===== src/rtl/apb_timer_pkg.sv =====
// rtl/apb_timer_pkg.sv - register map, bit positions and helpers for the multi-channel APB timer
package apb_timer_pkg;

    // Per-channel register offsets within the 4-byte channel window
    localparam logic [1:0] OFF_TDR  = 2'd0;
    localparam logic [1:0] OFF_TCR  = 2'd1;
    localparam logic [1:0] OFF_TSR  = 2'd2;
    localparam logic [1:0] OFF_TCNT = 2'd3;

    // TCR bit positions
    localparam int TCR_LOAD   = 7;
    localparam int TCR_IE     = 6;
    localparam int TCR_DIR    = 5;
    localparam int TCR_EN     = 4;
    localparam int TCR_AR     = 3;
    localparam int TCR_CKS_HI = 1;
    localparam int TCR_CKS_LO = 0;

    // TSR bit positions
    localparam int TSR_OVF = 0;
    localparam int TSR_UDF = 1;

    // Bit 2 of TCR is reserved and always reads back as zero
    localparam logic [7:0] TCR_WMASK = 8'hFB;

    // Clock-select encoding
    localparam logic [1:0] CKS_DIV2  = 2'd0;
    localparam logic [1:0] CKS_DIV4  = 2'd1;
    localparam logic [1:0] CKS_DIV8  = 2'd2;
    localparam logic [1:0] CKS_DIV16 = 2'd3;

    // Pick the prescaler tick that matches a channel's clock select
    function automatic logic tick_sel(input logic [3:0] ticks, input logic [1:0] cks);
        return ticks[cks];
    endfunction

endpackage


===== src/rtl/apb_timer_channel.sv =====
// rtl/apb_timer_channel.sv - one timer channel: TDR/TCR/TSR/TCNT, count events and irq
module apb_timer_channel
    import apb_timer_pkg::*;
#(
    parameter int DATA_W = 8
) (
    input  logic              clk,
    input  logic              rst,
    input  logic              wr_en,
    input  logic [1:0]        wr_off,
    input  logic [DATA_W-1:0] wdata,
    input  logic [1:0]        rd_off,
    input  logic [3:0]        ticks,
    output logic [DATA_W-1:0] rdata,
    output logic              irq
);

    localparam logic [DATA_W-1:0] CNT_MAX = '1;

    logic [DATA_W-1:0] tdr;
    logic [DATA_W-1:0] tcnt;
    logic [7:0]        tcr;
    logic [1:0]        tsr;
    logic              tick;
    logic              ovf_set;
    logic              udf_set;
    logic [1:0]        tsr_clr;

    // A channel only advances on its own tick while enabled and not being loaded
    assign tick    = tcr[TCR_EN] & ~tcr[TCR_LOAD] & tick_sel(ticks, tcr[TCR_CKS_HI:TCR_CKS_LO]);
    assign ovf_set = tick & ~tcr[TCR_DIR] & (tcnt == CNT_MAX);
    assign udf_set = tick &  tcr[TCR_DIR] & (tcnt == '0);
    assign tsr_clr = (wr_en && wr_off == OFF_TSR) ? wdata[1:0] : 2'b00;

    // Software-writable configuration registers
    always_ff @(posedge clk) begin
        if (rst) begin
            tdr <= '0;
            tcr <= '0;
        end else if (wr_en) begin
            if (wr_off == OFF_TDR) tdr <= wdata;
            if (wr_off == OFF_TCR) tcr <= wdata[7:0] & TCR_WMASK;
        end
    end

    // Live counter: LOAD forces the reload value, otherwise step on the tick
    always_ff @(posedge clk) begin
        if (rst) begin
            tcnt <= '0;
        end else if (tcr[TCR_LOAD]) begin
            tcnt <= tdr;
        end else if (tick) begin
            if (tcr[TCR_DIR]) begin
                if (tcnt == '0) tcnt <= tcr[TCR_AR] ? tdr : CNT_MAX;
                else            tcnt <= tcnt - 1'b1;
            end else begin
                if (tcnt == CNT_MAX) tcnt <= tcr[TCR_AR] ? tdr : '0;
                else                 tcnt <= tcnt + 1'b1;
            end
        end
    end

    // Sticky status flags; a hardware set beats a same-cycle write-one-to-clear
    always_ff @(posedge clk) begin
        if (rst) tsr <= 2'b00;
        else     tsr <= (tsr & ~tsr_clr) | {udf_set, ovf_set};
    end

    // Registered level interrupt, one cycle behind the flags
    always_ff @(posedge clk) begin
        if (rst) irq <= 1'b0;
        else     irq <= tcr[TCR_IE] & (|tsr);
    end

    // Register read-back for the selected offset
    always_comb begin
        rdata = '0;
        case (rd_off)
            OFF_TDR:  rdata = tdr;
            OFF_TCR:  rdata = DATA_W'(tcr);
            OFF_TSR:  rdata = DATA_W'(tsr);
            default:  rdata = tcnt;
        endcase
    end

endmodule


===== src/rtl/apb_timer_multi.sv =====
// rtl/apb_timer_multi.sv - multi-channel APB timer: bus decode, shared prescaler, read mux
module apb_timer_multi
    import apb_timer_pkg::*;
#(
    parameter int NUM_CH = 4,
    parameter int DATA_W = 8,
    parameter int ADDR_W = 8
) (
    input  logic              pclk,
    input  logic              preset,
    input  logic              psel,
    input  logic              penable,
    input  logic              pwrite,
    input  logic [ADDR_W-1:0] paddr,
    input  logic [DATA_W-1:0] pwdata,
    output logic [DATA_W-1:0] prdata,
    output logic              pready,
    output logic              pslverr,
    output logic [NUM_CH-1:0] irq
);

    localparam int                CH_AW      = ADDR_W - 2;
    localparam logic [ADDR_W:0]   ADDR_LIMIT = (ADDR_W + 1)'(4 * NUM_CH);

    logic              access;
    logic              err;
    logic              wr_ok;
    logic              rd_ok;
    logic [3:0]        psc;
    logic [3:0]        ticks;
    logic [DATA_W-1:0] ch_rdata [NUM_CH];

    // Zero-wait-state slave: errors cover unmapped addresses and TCNT writes
    assign access  = psel & penable;
    assign err     = access & (({1'b0, paddr} >= ADDR_LIMIT) | (pwrite & (paddr[1:0] == OFF_TCNT)));
    assign wr_ok   = access & pwrite & ~err;
    assign rd_ok   = access & ~pwrite & ~err;
    assign pready  = access;
    assign pslverr = err;

    // Shared free-running prescaler
    always_ff @(posedge pclk) begin
        if (preset) psc <= 4'd0;
        else        psc <= psc + 4'd1;
    end

    // tick_k fires when the low k+1 prescaler bits are all ones
    assign ticks = {&psc[3:0], &psc[2:0], &psc[1:0], psc[0]};

    for (genvar c = 0; c < NUM_CH; c++) begin : g_ch
        apb_timer_channel #(
            .DATA_W (DATA_W)
        ) u_ch (
            .clk    (pclk),
            .rst    (preset),
            .wr_en  (wr_ok && (paddr[ADDR_W-1:2] == CH_AW'(c))),
            .wr_off (paddr[1:0]),
            .wdata  (pwdata),
            .rd_off (paddr[1:0]),
            .ticks  (ticks),
            .rdata  (ch_rdata[c]),
            .irq    (irq[c])
        );
    end

    // Read mux: data only during a good read access phase
    always_comb begin
        prdata = '0;
        if (rd_ok) begin
            for (int c = 0; c < NUM_CH; c++) begin
                if (paddr[ADDR_W-1:2] == CH_AW'(c)) prdata = ch_rdata[c];
            end
        end
    end

endmodule

===== config.mk =====
export PLATFORM = sky130hd
export DESIGN_NAME = apb_timer_multi
export DESIGN_NICKNAME = d
export VERILOG_FILES = /design/src/rtl/apb_timer_pkg.sv /design/src/rtl/apb_timer_channel.sv /design/src/rtl/apb_timer_multi.sv
export SDC_FILE = /design/constraint.sdc
export NUM_CORES = 1
export LEC_CHECK = 0
export ABC_AREA = 1
export ABC_CLOCK_PERIOD_IN_PS = 4040
export BUFFER_PORTS_ARGS = -buffer_cell sky130_fd_sc_hd__buf_2
export CAP_MARGIN = 20
export CORE_MARGIN = 4
export CORE_UTILIZATION = 65
export CTS_CLUSTER_DIAMETER = 80
export DETAILED_ROUTE_END_ITERATION = 7
export PLACE_DENSITY_LB_ADDON = 0.3
export SYNTH_ARGS = -nofsm -noshare
export SYNTH_HDL_FRONTEND = slang
export SYNTH_SLANG_ARGS = --single-unit

===== constraint.sdc =====
create_clock -name pclk -period 4.04 [get_ports pclk]
set_clock_uncertainty 0.05 [all_clocks]
set_input_delay 1.01 -clock pclk [delete_from_list [all_inputs] [get_ports pclk]]
set_output_delay 1.01 -clock pclk [all_outputs]
set_load 0.01 [all_outputs]

==> flow_summary.json <==
{
  "outcome": "complete, no violations",
  "initial_core_util_pct": 66.6,
  "wl_met1_mm": 9.57,
  "crit_type": "in -> out",
  "syn_nets": 1263,
  "clock_tree.buffer_depth": 2,
  "layout_common_cells": "251 x sky130_fd_sc_hd__nand2_1, 144 x sky130_fd_sc_hd__nand3_1, 142 x sky130_fd_sc_hd__inv_1, 139 x sky130_fd_sc_hd__a21oi_1, 114 x sky130_fd_sc_hd__o21ai_0",
  "clock-sinks": 108,
  "design.core.area_sq_um": 11400,
  "warning_count_from_the_yosys_run": 0,
  "cts_tree": "yes",
  "maxSlewViolCount": 0,
  "placement_rows": 39,
  "vias_per_cell": 6.29,
  "post_cts.resized_instances": 0,
  "clock_insertion_delay_worst_skew_ns": 0.36,
  "post_synth_instance_area_sq_um": 7600,
  "synth_enable_flop_cells": 0,
  "critPathArrivalTime_ns": 2.89,
  "chipHeight_microns": 116,
  "drive_above_1_share_pct": 6.65,
  "routed.top_layer": "met4",
  "number_of_buffers_added_by_the_clock_tree_synthesis_step": 9,
  "cts-htree-levels": 3,
  "synth-xor-area-share_pct": 1.96,
  "initialDrtViolationCount": 1026,
  "first_global_vias": 7655,
  "synthDistinctLibCells": 40,
  "drc": 0,
  "cts-hold-fix-buffers": 0,
  "worst_ep_required_time_ns": 2.98,
  "final_hold_vios": 0,
  "num_io_pins": 35,
  "post-layout-total-power_uw": 2130,
  "final_antenna_net_count": 0,
  "wire_length_of_the_first_global_routing_pass_mm": 39.1,
  "place.gp.congestion": 0.983,
  "worstSetupEndpointType": "output pin",
  "power-per-cell-area_nw_per_um2": 265,
  "flow.area_growth_from_synthesis_pct": 5.35,
  "postSynth.asyncResetShare_pct": 0,
  "path_max_fanout": 25,
  "worst_setup_path_start_kind": "input port",
  "wl_met3_mm": 2.49,
  "synth_top_family_by_area": "simple AND/OR/NAND/NOR gates",
  "via_count": 8562,
  "cts_setup_buffers": 0,
  "clk_transition_reported_paths_ns": 0.06,
  "wl_met2_mm": 10.8,
  "antenna_fix_cells": 0,
  "worst_hold_path_type": "reg -> reg",
  "buffer_ports.inserted": 34,
  "yosys.area_share.adder_pct": 2.30,
  "holdPathStages": 2,
  "gr-usage-all-layers_pct": 36.3,
  "period_share_pct": 97.8,
  "antenna_found_initial": 0,
  "synth.mux.area_fraction_pct": 0,
  "yosysSeqAreaShare_pct": 28.4,
  "rsz_0062_raised_after_global_routing": "no",
  "globalRoute.totalOverflow": 0,
  "cts.root.buffer_cell": "sky130_fd_sc_hd__clkbuf_16",
  "drv_cap": 0,
  "vdd_ir_drop_max_v": 0.000405,
  "synth_simple_gate_area_share_pct": 31.8,
  "total_leakage_power_uw": 0.00318,
  "postRouteWirelength_mm": 23.9,
  "fmax_mhz": 253,
  "max_slew_margin_pct": 33.2,
  "fillCellCount": 1061,
  "leading_cell_type_in_the_layout_fill_and_taps_excluded": "sky130_fd_sc_hd__nand2_1",
  "tightest_slew_ns": 0.999,
  "flip_flop_cell_with_the_highest_count_after_synthesis": "sky130_fd_sc_hd__dfxtp_1",
  "design.die.area_sq_um": 13500,
  "fin_crit_ns": 3.95,
  "routed_wire_per_std_cell_microns": 17.6,
  "final_nets": 1249,
  "synthCells": 1228,
  "setup_viol_count_final": 0,
  "utilization_pct": 70.1,
  "number_of_storage_elements_in_the_synthesis_netlist": 108,
  "timing.setup.tns_ns": 0,
  "post_synth.cell_area_avg_sq_um": 6.19,
  "grt_max_degree": 62,
  "reg2reg_depth": 11,
  "synth_compound_gate_area_share_pct": 24.0,
  "die_width_microns": 116,
  "post-dp-hpwl_mm": 16.9,
  "detail_route.first_pass.iterations": 6
}
-- worst max-delay path, cell delays in order --
cell	delay [ns]
sky130_fd_sc_hd__buf_2	0.28
sky130_fd_sc_hd__inv_2	0.16
sky130_fd_sc_hd__nand2_2	0.43
sky130_fd_sc_hd__o22ai_1	0.13
sky130_fd_sc_hd__o21ai_0	0.21
sky130_fd_sc_hd__nand3_1	0.14
sky130_fd_sc_hd__a31oi_1	0.31
sky130_fd_sc_hd__buf_2	0.20
-- final cells by class --
class                      count  area, sq um  share of cell area [%]
clock buffer                   9          225                    2.81
timing repair buffer          43          238                    2.97
tap                          143          179                    2.23
clock inverter                 6         80.1                    1.00
sequential                   108         2160                    27.0
inverter                     149          562                    7.02
multi-input combinational    903         4560                    57.0
-- report_power, final --
part | total (uW) | internal, uW | switching, uW | leakage, uW
Sequential | 1070 | 1070 | 2.72 | 0.000870
Combinational | 128 | 33.8 | 94.6 | 0.00216
Clock | 928 | 535 | 393 | 0.000155
Total | 2130 | 1640 | 490 | 0.00318
-- cells by family (layout without fill, tap and decap cells) --
| family | after synthesis | in the layout |
|---|---|---|
| fa+ha+maj | 14 | 14 |
| xor+xnor | 17 | 17 |
| flops | 108 | 108 |
| buf+inv | 217 | 207 |
| compound gates | 335 | 335 |
| simple gates | 537 | 537 |
-- synthesized netlist by cell type, types with 9 or more instances --
cell type | count | area, sq um
sky130_fd_sc_hd__nand4_1 | 20 | 125
sky130_fd_sc_hd__a21oi_1 | 139 | 696
sky130_fd_sc_hd__o211ai_1 | 11 | 82.6
sky130_fd_sc_hd__dfxtp_1 | 108 | 2160
sky130_fd_sc_hd__o21ai_0 | 114 | 571
sky130_fd_sc_hd__xor2_1 | 13 | 114
sky130_fd_sc_hd__inv_1 | 142 | 533
sky130_fd_sc_hd__clkbuf_1 | 34 | 128
sky130_fd_sc_hd__ha_1 | 14 | 175
sky130_fd_sc_hd__nand2_1 | 251 | 942
sky130_fd_sc_hd__buf_2 | 25 | 125
sky130_fd_sc_hd__nor2_1 | 88 | 330
sky130_fd_sc_hd__o22ai_1 | 24 | 150
sky130_fd_sc_hd__o21ai_1 | 16 | 80.1
sky130_fd_sc_hd__o221ai_1 | 9 | 78.8
sky130_fd_sc_hd__nand3_1 | 144 | 721
-- through the flow --
stage	instance area (sq um)	hold slack (ns)	cells	worst slack, ns
global placement	7700	0.403	1346	0.395
global route	8010	0.446	1361	0.0755
floorplan	7600	0.388	1228	0.788
finish	8010	0.420	1361	0.0903
detailed placement	7700	0.413	1346	0.247
CTS	8010	0.425	1361	0.240
-- worst paths after layout --
kind | from | endpoint | slack [ns]
worst max register to register | psc[0] | g_ch[3].u_ch.tcnt[3] | 1.46
worst min register to register | psc[3] | psc[3] | 0.42
worst min-delay path | psc[3] | psc[3] | 0.42
worst max-delay path | paddr[1] | prdata[7] | 0.09
-- state kept, by name (all words and copies together) (netlist names) --
register        flops
psc                 4
g_ch.u_ch.tsr       8
g_ch.u_ch.irq       4
g_ch.u_ch.tcr      28
g_ch.u_ch.tdr      32
g_ch.u_ch.tcnt     32
-- per-layer routing --
metal | global-route usage (%) | vias to the layer above
li1 | - | 4109
met1 | 47.3 | 3833
met2 | 58.0 | 538
met3 | 7.46 | 82
met4 | 16.6 | 0
met5 | 0 | -
(Power assumes the default switching activity.)
